===== src/rtl/decoder_rr_arbiter.sv =====
// Round-robin arbiter sharing one 2-to-4 decoder select path among four requesters.
// Optional hold-timer pre-emption is compiled in with `define ARB_TIMEOUT_EN.
module decoder_rr_arbiter #(
  parameter int unsigned HOLD_MAX = 15
) (
  input  logic       clk,
  input  logic       rst_n,
  input  logic [3:0] req,
  output logic [3:0] gnt,
  output logic [1:0] sel,
  output logic       sel_en,
  output logic       busy,
  output logic       preempt
);

  typedef enum logic [1:0] {
    ST_IDLE  = 2'd0,
    ST_GRANT = 2'd1,
    ST_GAP   = 2'd2
  } state_e;

  if (HOLD_MAX < 2 || HOLD_MAX > 255) begin : g_bad_hold_max
    $error("decoder_rr_arbiter: HOLD_MAX must be in 2..255");
  end

  state_e     state_q, state_d;
  logic [3:0] gnt_q, gnt_d;
  logic [1:0] sel_q, sel_d;
  logic       sel_en_q, sel_en_d;
  logic       busy_q, busy_d;
  logic [1:0] last_q, last_d;
  logic       win_vld;
  logic [1:0] win_idx;
  logic       timeout;

  // First set request scanning from last+1, wrapping modulo 4.
  always_comb begin
    win_vld = 1'b0;
    win_idx = 2'd0;
    for (int i = 1; i <= 4; i++) begin
      logic [1:0] cand;
      cand = last_q + 2'(i);
      if (!win_vld && req[cand]) begin
        win_vld = 1'b1;
        win_idx = cand;
      end
    end
  end

`ifdef ARB_TIMEOUT_EN
  localparam logic [7:0] HOLD_LAST = 8'(HOLD_MAX - 1);

  logic [7:0] cnt_q, cnt_d;
  logic       preempt_q, preempt_d;

  assign timeout = (cnt_q == HOLD_LAST) && |(req & ~gnt_q);
`else
  assign timeout = 1'b0;
`endif

  always_comb begin
    // NOTE: every signal assigned here gets a default first so no path leaves it unassigned (no latch).
    state_d  = state_q;
    gnt_d    = gnt_q;
    sel_d    = sel_q;
    sel_en_d = sel_en_q;
    last_d   = last_q;
`ifdef ARB_TIMEOUT_EN
    cnt_d     = cnt_q;
    preempt_d = 1'b0;
`endif
    unique case (state_q)
      ST_IDLE, ST_GAP: begin
        if (win_vld) begin
          state_d  = ST_GRANT;
          gnt_d    = 4'b0001 << win_idx;
          sel_d    = win_idx;
          sel_en_d = 1'b1;
          last_d   = win_idx;
`ifdef ARB_TIMEOUT_EN
          cnt_d    = 8'd0;
`endif
        end else begin
          state_d  = ST_IDLE;
          gnt_d    = 4'b0000;
          sel_en_d = 1'b0;
        end
      end
      ST_GRANT: begin
        if (!req[sel_q] || timeout) begin
          // sel keeps the old owner's index through the dead cycle.
          state_d  = ST_GAP;
          gnt_d    = 4'b0000;
          sel_en_d = 1'b0;
`ifdef ARB_TIMEOUT_EN
          preempt_d = req[sel_q];
`endif
        end else begin
`ifdef ARB_TIMEOUT_EN
          if (cnt_q != HOLD_LAST) cnt_d = cnt_q + 8'd1;
`endif
        end
      end
      default: begin
        state_d  = ST_IDLE;
        gnt_d    = 4'b0000;
        sel_en_d = 1'b0;
      end
    endcase
    busy_d = (state_d != ST_IDLE);
  end

  // NOTE: sequential state uses non-blocking assignments so all flops update from pre-edge values.
  always_ff @(posedge clk or negedge rst_n) begin
    if (!rst_n) begin
      state_q  <= ST_IDLE;
      gnt_q    <= 4'b0000;
      sel_q    <= 2'd0;
      sel_en_q <= 1'b0;
      busy_q   <= 1'b0;
      last_q   <= 2'd3;
    end else begin
      state_q  <= state_d;
      gnt_q    <= gnt_d;
      sel_q    <= sel_d;
      sel_en_q <= sel_en_d;
      busy_q   <= busy_d;
      last_q   <= last_d;
    end
  end

`ifdef ARB_TIMEOUT_EN
  always_ff @(posedge clk or negedge rst_n) begin
    if (!rst_n) begin
      cnt_q     <= 8'd0;
      preempt_q <= 1'b0;
    end else begin
      cnt_q     <= cnt_d;
      preempt_q <= preempt_d;
    end
  end

  assign preempt = preempt_q;
`else
  assign preempt = 1'b0;
`endif

  assign gnt    = gnt_q;
  assign sel    = sel_q;
  assign sel_en = sel_en_q;
  assign busy   = busy_q;

endmodule


===== config.mk =====
export PLATFORM = sky130hd
export DESIGN_NAME = decoder_rr_arbiter
export DESIGN_NICKNAME = d
export VERILOG_FILES = /design/src/rtl/decoder_rr_arbiter.sv
export SDC_FILE = /design/constraint.sdc
export NUM_CORES = 1
export LEC_CHECK = 0
export ABC_AREA = 1
export ABC_CLOCK_PERIOD_IN_PS = 1500
export CAP_MARGIN = 20
export CORE_ASPECT_RATIO = 1.1
export CORE_UTILIZATION = 45
export DETAILED_ROUTE_END_ITERATION = 16
export PLACE_DENSITY = 0.74
export SLEW_MARGIN = 20
export SYNTH_ARGS = -nofsm -noshare
export SYNTH_HDL_FRONTEND = slang
export SYNTH_SLANG_ARGS = --single-unit

===== constraint.sdc =====
create_clock -name clk -period 1.5 [get_ports clk]
set_clock_uncertainty 0.05 [all_clocks]
set_input_delay 0.15 -clock clk [delete_from_list [all_inputs] [get_ports clk]]
set_output_delay 0.15 -clock clk [all_outputs]
set_load 0.02 [all_outputs]

==> results of run 1 <==
==> routing by layer <==
layer | track usage (%) | up-vias | routed length, µm
met3 | 2.38 | 0 | 19
met5 | 0 | - | 0
met1 | 27.4 | 358 | 750
li1 | - | 370 | -
met4 | 5.81 | 0 | 0
met2 | 29.7 | 9 | 791
==> cells in the final DEF, fill, tap and decap left out, types with 2 or more instances in the layout <==
master	count
o21ai_0	2
o21bai_2	2
o21ai_1	4
nand4_1	3
nand2_1	26
inv_1	7
nand3_1	4
nand2_2	16
buf_4	5
clkdlybuf4s50_1	13
nand2_4	6
dfstp_2	2
nand3_2	4
clkbuf_4	3
dfrtp_1	10
nor2_1	6
==> cells by family (layout without fill, tap and decap cells) <==
family	after synthesis	count (layout)	synth area share (%)
AO/OA/AOI/OAI	9	9	7.54
buffers and inverters	12	33	8.19
flip-flops	12	12	38.8
other	1	1	0.481
AND/OR/NAND/NOR	69	69	44.9
==> flip-flops by register name, summed over array words and instances (netlist names) <==
name     flops
last_q       2
sel_en       1
state_q      2
gnt          4
sel          2
busy         1
==> cell type report <==
type,instances,area [µm²],share of cell area (%)
well taps,17,21.3,2.06
clock buffers,4,26.3,2.54
multi-input cells,79,460,44.5
repair buffers,19,179,17.3
inverters,10,45.0,4.35
flip-flops and latches,12,303,29.3
==> worst max-delay path by stage <==
stage | from | slack [ps] | to
6_report | last_q[0]$_DFFE_PN1P_ | -110 | sel[0]$_DFFE_PN0P_
5_1_grt | last_q[0]$_DFFE_PN1P_ | -260 | sel[0]$_DFFE_PN0P_
4_1_cts | last_q[0]$_DFFE_PN1P_ | -100 | sel[0]$_DFFE_PN0P_
3_5_place_dp | req[3] | -110 | gnt[0]$_DFFE_PN0P_
3_3_place_gp | req[3] | -90 | gnt[0]$_DFFE_PN0P_
2_1_floorplan | last_q[0]$_DFFE_PN1P_ | 20 | sel[0]$_DFFE_PN0P_
==> power groups by stage <==
stage | clock [mW] | combinational, mW | sequential (mW)
after floorplan | 0 | 1.01 | 0.654
after global placement | 0 | 1.47 | 0.597
after detailed placement | 0 | 1.49 | 0.601
after CTS | 0.204 | 1.64 | 0.597
after global routing | 0.225 | 1.86 | 0.610
final | 0.200 | 1.66 | 0.595
==> timing repair <==
action / 4_1_cts / 5_1_grt
setup endpoints to repair: 11 / 11
pin swaps: 10 / 1
buffers inserted: 0 / 1
resized for setup: 14 / 0
==> results.sh, run 1 <==
export IMPL_reg2reg_setup_slack_ps=-110
export IMPL_startpoint_type="flop"
export IMPL_p_leak_nw=0.516
export IMPL_diodes=0
export IMPL_seq_area_frac_synth_pct=38.8
export IMPL_wl_per_cell_um=11.1
export IMPL_synth_edf_count=0
export IMPL_hold_slack_ps=175
export IMPL_insertion_delay_ps=260
export IMPL_fin_cells=141
export IMPL_worst_path_max_fanout=8
export IMPL_tns_ps=-661
export IMPL_worst_path_buf_inv=1
export IMPL_placed_cell_area_um2=950
export IMPL_synth_cell_type_count=24
export IMPL_path_common_cell="nand2_2"
export IMPL_clock_sinks=12
export IMPL_first_pass_iters=4
export IMPL_worstPathCellList="inv_6 > nand2_2 > nand2_2 > nand2_2 > nand2_2 > nor2_2 > nand2_1 > nand2_2 > nand2_2 > nand2_2 > o21ai_1"
export IMPL_cts_tree="built"
export IMPL_end_kind="flop"
export IMPL_antenna_found_initial=0
export IMPL_finalMaxSlewViolations=0
export IMPL_finalWirelength_um=1560
export IMPL_period_share_pct=107
export IMPL_port_buffers=13
export IMPL_r2r_end="sel[0]$_DFFE_PN0P_"
export IMPL_status="finished with violations"
export IMPL_drive_gt1_share_pct=35.5
export IMPL_syn_inst=103
export IMPL_grt_max_degree=13
export IMPL_grt_pass1_vias=644
export IMPL_drc_errors=0
export IMPL_fin_util_pct=64.9
export IMPL_syn_nets=109
export IMPL_path_clk_slew_ps=80
export IMPL_cts_htree_levels=1
export IMPL_vdd_drop_max_uv=1520
export IMPL_netlist_top_cell_by_area="dfrtp_1"
export IMPL_syn_cell_area_um2=779
export IMPL_synthFlopType="dfrtp_1"
export IMPL_design_area_mm2=0.00103
export IMPL_rows=15
export IMPL_setup_ws_ps=-109
export IMPL_switching_share_pct=48.5
export IMPL_total_power_mw=2.46
export IMPL_seq_power_share_pct=24.2
export IMPL_fmax_mhz=622
export IMPL_fillers=135
export IMPL_top_level_ports=15
export IMPL_place_hpwl_um=1210
export IMPL_yosysTopAreaCellShare_pct=32.1
export IMPL_postRouteAntennaNets=0
export IMPL_synthMostInstantiatedCell="nand2_1"
export IMPL_numCtsBuffers=3
export IMPL_grt_usage_pct=18.9
export IMPL_finalCriticalPeriod_ps=1610
export IMPL_reg2reg_depth=11
export IMPL_design_core_area_mm2=0.00160
export IMPL_slowest_stage="dfstp_2"
export IMPL_drv_cap=0
export IMPL_cp_top_family="simple AND/OR/NAND/NOR gates"
export IMPL_area_growth_pct=32.7
export IMPL_p_int_mw=1.26
export IMPL_synth_area_leaders="dfrtp_1 (32%), nand2_1 (16%), nand2_2 (10%)"
export IMPL_worstMarginPinSlew_ps=523
export IMPL_async_flop_share_pct=100
export IMPL_hold_path_class="input port to async pin"
export IMPL_violations="negative setup slack"
export IMPL_setup_viol=11
export IMPL_arrival_ps=1700
export IMPL_combPwrFrac_pct=67.7
export IMPL_powerDensity_mw_per_mm2=2380
export IMPL_rsz0062_at_grt="true"
export IMPL_p_clk_share_pct=8.1
export IMPL_avgSynthCellArea_um2=7.57
export IMPL_die_area_mm2=0.00190
export IMPL_die_y_um=45.7
export IMPL_p_sw_mw=1.19
export IMPL_overflow=0
export IMPL_via_per_inst=5.23
export IMPL_yosys_warnings=0
export IMPL_nets=131
export IMPL_synth_top_cells_by_count="nand2_1 (33), nand2_2 (13), dfrtp_1 (10)"
export IMPL_cts_buffer_depth=2
export IMPL_ys_ff_latch=12
export IMPL_required_ps=1590
export IMPL_placed_cells=136
export IMPL_critical_path_max_stage_delay_ps=640
export IMPL_drt_initial_drc_count=5
export IMPL_rr_startpoint="last_q[0]$_DFFE_PN1P_"
export IMPL_initial_core_util_pct=48.9
export IMPL_hold_viol_final=0
export IMPL_routabilityCongestion=0.876
export IMPL_path_depth=11
export IMPL_vias=737
export IMPL_path_class="flop to flop"
export IMPL_place_ws_ps=-108
export IMPL_hold_buffers=0
export IMPL_grt_pass1_wl_um=2780
export IMPL_fp_dieW_um=41.7
export IMPL_cts_root_buf="clkbuf_4"
export IMPL_relSlewSlack_pct=65.0
Power figures use the tool's default switching activity.
==> inputs of run 2 (changes only) <==
- CORE_ASPECT_RATIO: 1.1 -> default
- MAX_ROUTING_LAYER: default -> met4
==> results.sh, run 2 (same netlist as run 1, synthesis figures left out) <==
export IMPL_status="finished with violations"
export IMPL_violations="design-rule violations, negative setup slack"
export IMPL_worstMarginPinSlew_ps=519
export IMPL_vias=757
export IMPL_grt_max_degree=13
export IMPL_port_buffers=13
export IMPL_via_per_inst=5.33
export IMPL_fp_dieW_um=43.6
export IMPL_vdd_drop_max_uv=1400
export IMPL_setup_viol=11
export IMPL_path_clk_slew_ps=80
export IMPL_antenna_found_initial=0
export IMPL_routabilityCongestion=0.787
export IMPL_cts_htree_levels=1
export IMPL_drive_gt1_share_pct=38.9
export IMPL_use_met2_pct=34.9
export IMPL_finalCriticalPeriod_ps=1660
export IMPL_setup_ws_ps=-163
export IMPL_rr_startpoint="last_q[0]$_DFFE_PN1P_"
export IMPL_rsz0062_at_grt="true"
export IMPL_slowest_stage="dfstp_2"
export IMPL_cts_tree="built"
export IMPL_postRouteAntennaNets=0
export IMPL_largest_register_ffs=4
export IMPL_drv_cap=0
export IMPL_use_met3_pct=3.75
export IMPL_grt_pass1_vias=652
export IMPL_rows=14
export IMPL_hold_viol_final=0
export IMPL_startpoint_type="flop"
export IMPL_numCtsBuffers=3
export IMPL_mostFrequentLayoutCells="nand2_1 (27), clkdlybuf4s50_1 (12), nand2_2 (11), nand2_4 (10), dfrtp_1 (10)"
export IMPL_critical_path_max_stage_delay_ps=600
export IMPL_grt_pass1_wl_um=3020
export IMPL_wl_per_cell_um=13.6
export IMPL_finalWirelength_um=1930
export IMPL_path_class="flop to flop"
export IMPL_die_y_um=43.6
export IMPL_area_growth_pct=41.1
export IMPL_clock_sinks=12
export IMPL_total_power_mw=2.73
export IMPL_reg2reg_setup_slack_ps=-160
export IMPL_drc_errors=1
export IMPL_place_hpwl_um=1260
export IMPL_use_met1_pct=28.2
export IMPL_initial_core_util_pct=50.0
export IMPL_fmax_mhz=601
export IMPL_powerDensity_mw_per_mm2=2480
export IMPL_cts_root_buf="clkbuf_4"
export IMPL_first_pass_iters=10
export IMPL_worst_path_max_fanout=8
export IMPL_hold_slack_ps=160
export IMPL_layout_commonest_cell="nand2_1"
export IMPL_worstPathCellList="clkinv_4 > nand2_2 > nand3_2 > nand2_4 > nand3_2 > nand2_4 > clkinv_4 > nand3_1 > o21bai_2"
export IMPL_die_area_mm2=0.00190
export IMPL_grt_usage_pct=22.6
export IMPL_busiest_layer="met2"
export IMPL_reg2reg_depth=9
export IMPL_arrival_ps=1780
export IMPL_required_ps=1620
export IMPL_worst_path_buf_inv=2
export IMPL_fillers=133
export IMPL_cts_buffer_depth=2
export IMPL_design_core_area_mm2=0.00156
export IMPL_finalMaxSlewViolations=0
export IMPL_top_level_ports=15
export IMPL_hold_path_class="input port to async pin"
export IMPL_diodes=0
export IMPL_p_leak_nw=0.558
export IMPL_cp_top_family="simple AND/OR/NAND/NOR gates"
export IMPL_fin_util_pct=70.5
export IMPL_relSlewSlack_pct=65.3
export IMPL_overflow=0
export IMPL_end_kind="flop"
export IMPL_period_share_pct=111
export IMPL_r2r_end="gnt[0]$_DFFE_PN0P_"
export IMPL_drt_initial_drc_count=16
export IMPL_nets=133
export IMPL_insertion_delay_ps=280
[run 2: routing by layer]
layer	vias to the layer above	wire length, µm
li1	371	-
met1	367	834
met2	15	1010
met3	4	49
met4	0	37
met5	-	0
[run 2: final cells by class]
type	instances	area, µm²	area share [%]
clock buffers	4	36.3	3.30
inverters	10	47.5	4.32
multi-input cells	79	497	45.2
repair buffers	21	196	17.9
flip-flops and latches	12	303	27.5
well taps	16	20.0	1.82
[run 2: worst max path at each step]
stage	from	to	depth (start not counted)
6_report	last_q[0]$_DFFE_PN1P_	gnt[0]$_DFFE_PN0P_	9
3_5_place_dp	req[3]	sel[0]$_DFFE_PN0P_	10
3_3_place_gp	req[3]	sel[0]$_DFFE_PN0P_	10
5_1_grt	last_q[0]$_DFFE_PN1P_	gnt[0]$_DFFE_PN0P_	9
4_1_cts	last_q[0]$_DFFE_PN1P_	sel[0]$_DFFE_PN0P_	11
2_1_floorplan	last_q[0]$_DFFE_PN1P_	sel[0]$_DFFE_PN0P_	12
[run 2: report_power, final]
part	switching [mW]	leakage [nW]	internal [mW]
Combinational	1.13	0.390	0.754
Clock	0.115	0.0210	0.148
Sequential	0.0916	0.146	0.484
[run 2: timing repair]
item / in CTS / in global routing
hold buffers: 0 / 0
setup buffers: 0 / 3
gates resized for setup: 13 / 11
pin swaps: 11 / 6
setup endpoints to repair: 11 / 12
[run 2: stage by stage]
step / TNS [ps] / instance area (µm²) / cells / setup WS, ps
2_1_floorplan: 0 / 779 / 103 / 18.6
3_3_place_gp: -530 / 948 / 135 / -112
3_5_place_dp: -866 / 948 / 135 / -141
4_1_cts: -436 / 1040 / 139 / -80.1
5_1_grt: -2180 / 1100 / 142 / -229
6_report: -1470 / 1100 / 142 / -163
==> inputs of run 3 (changes only) <==
- CTS_BUF_LIST: default -> sky130_fd_sc_hd__clkbuf_4 sky130_fd_sc_hd__clkbuf_8 sky130_fd_sc_hd__clkbuf_16
==> results of run 3 <==
Final layout, timing and power as in run 2 (identical DEF).
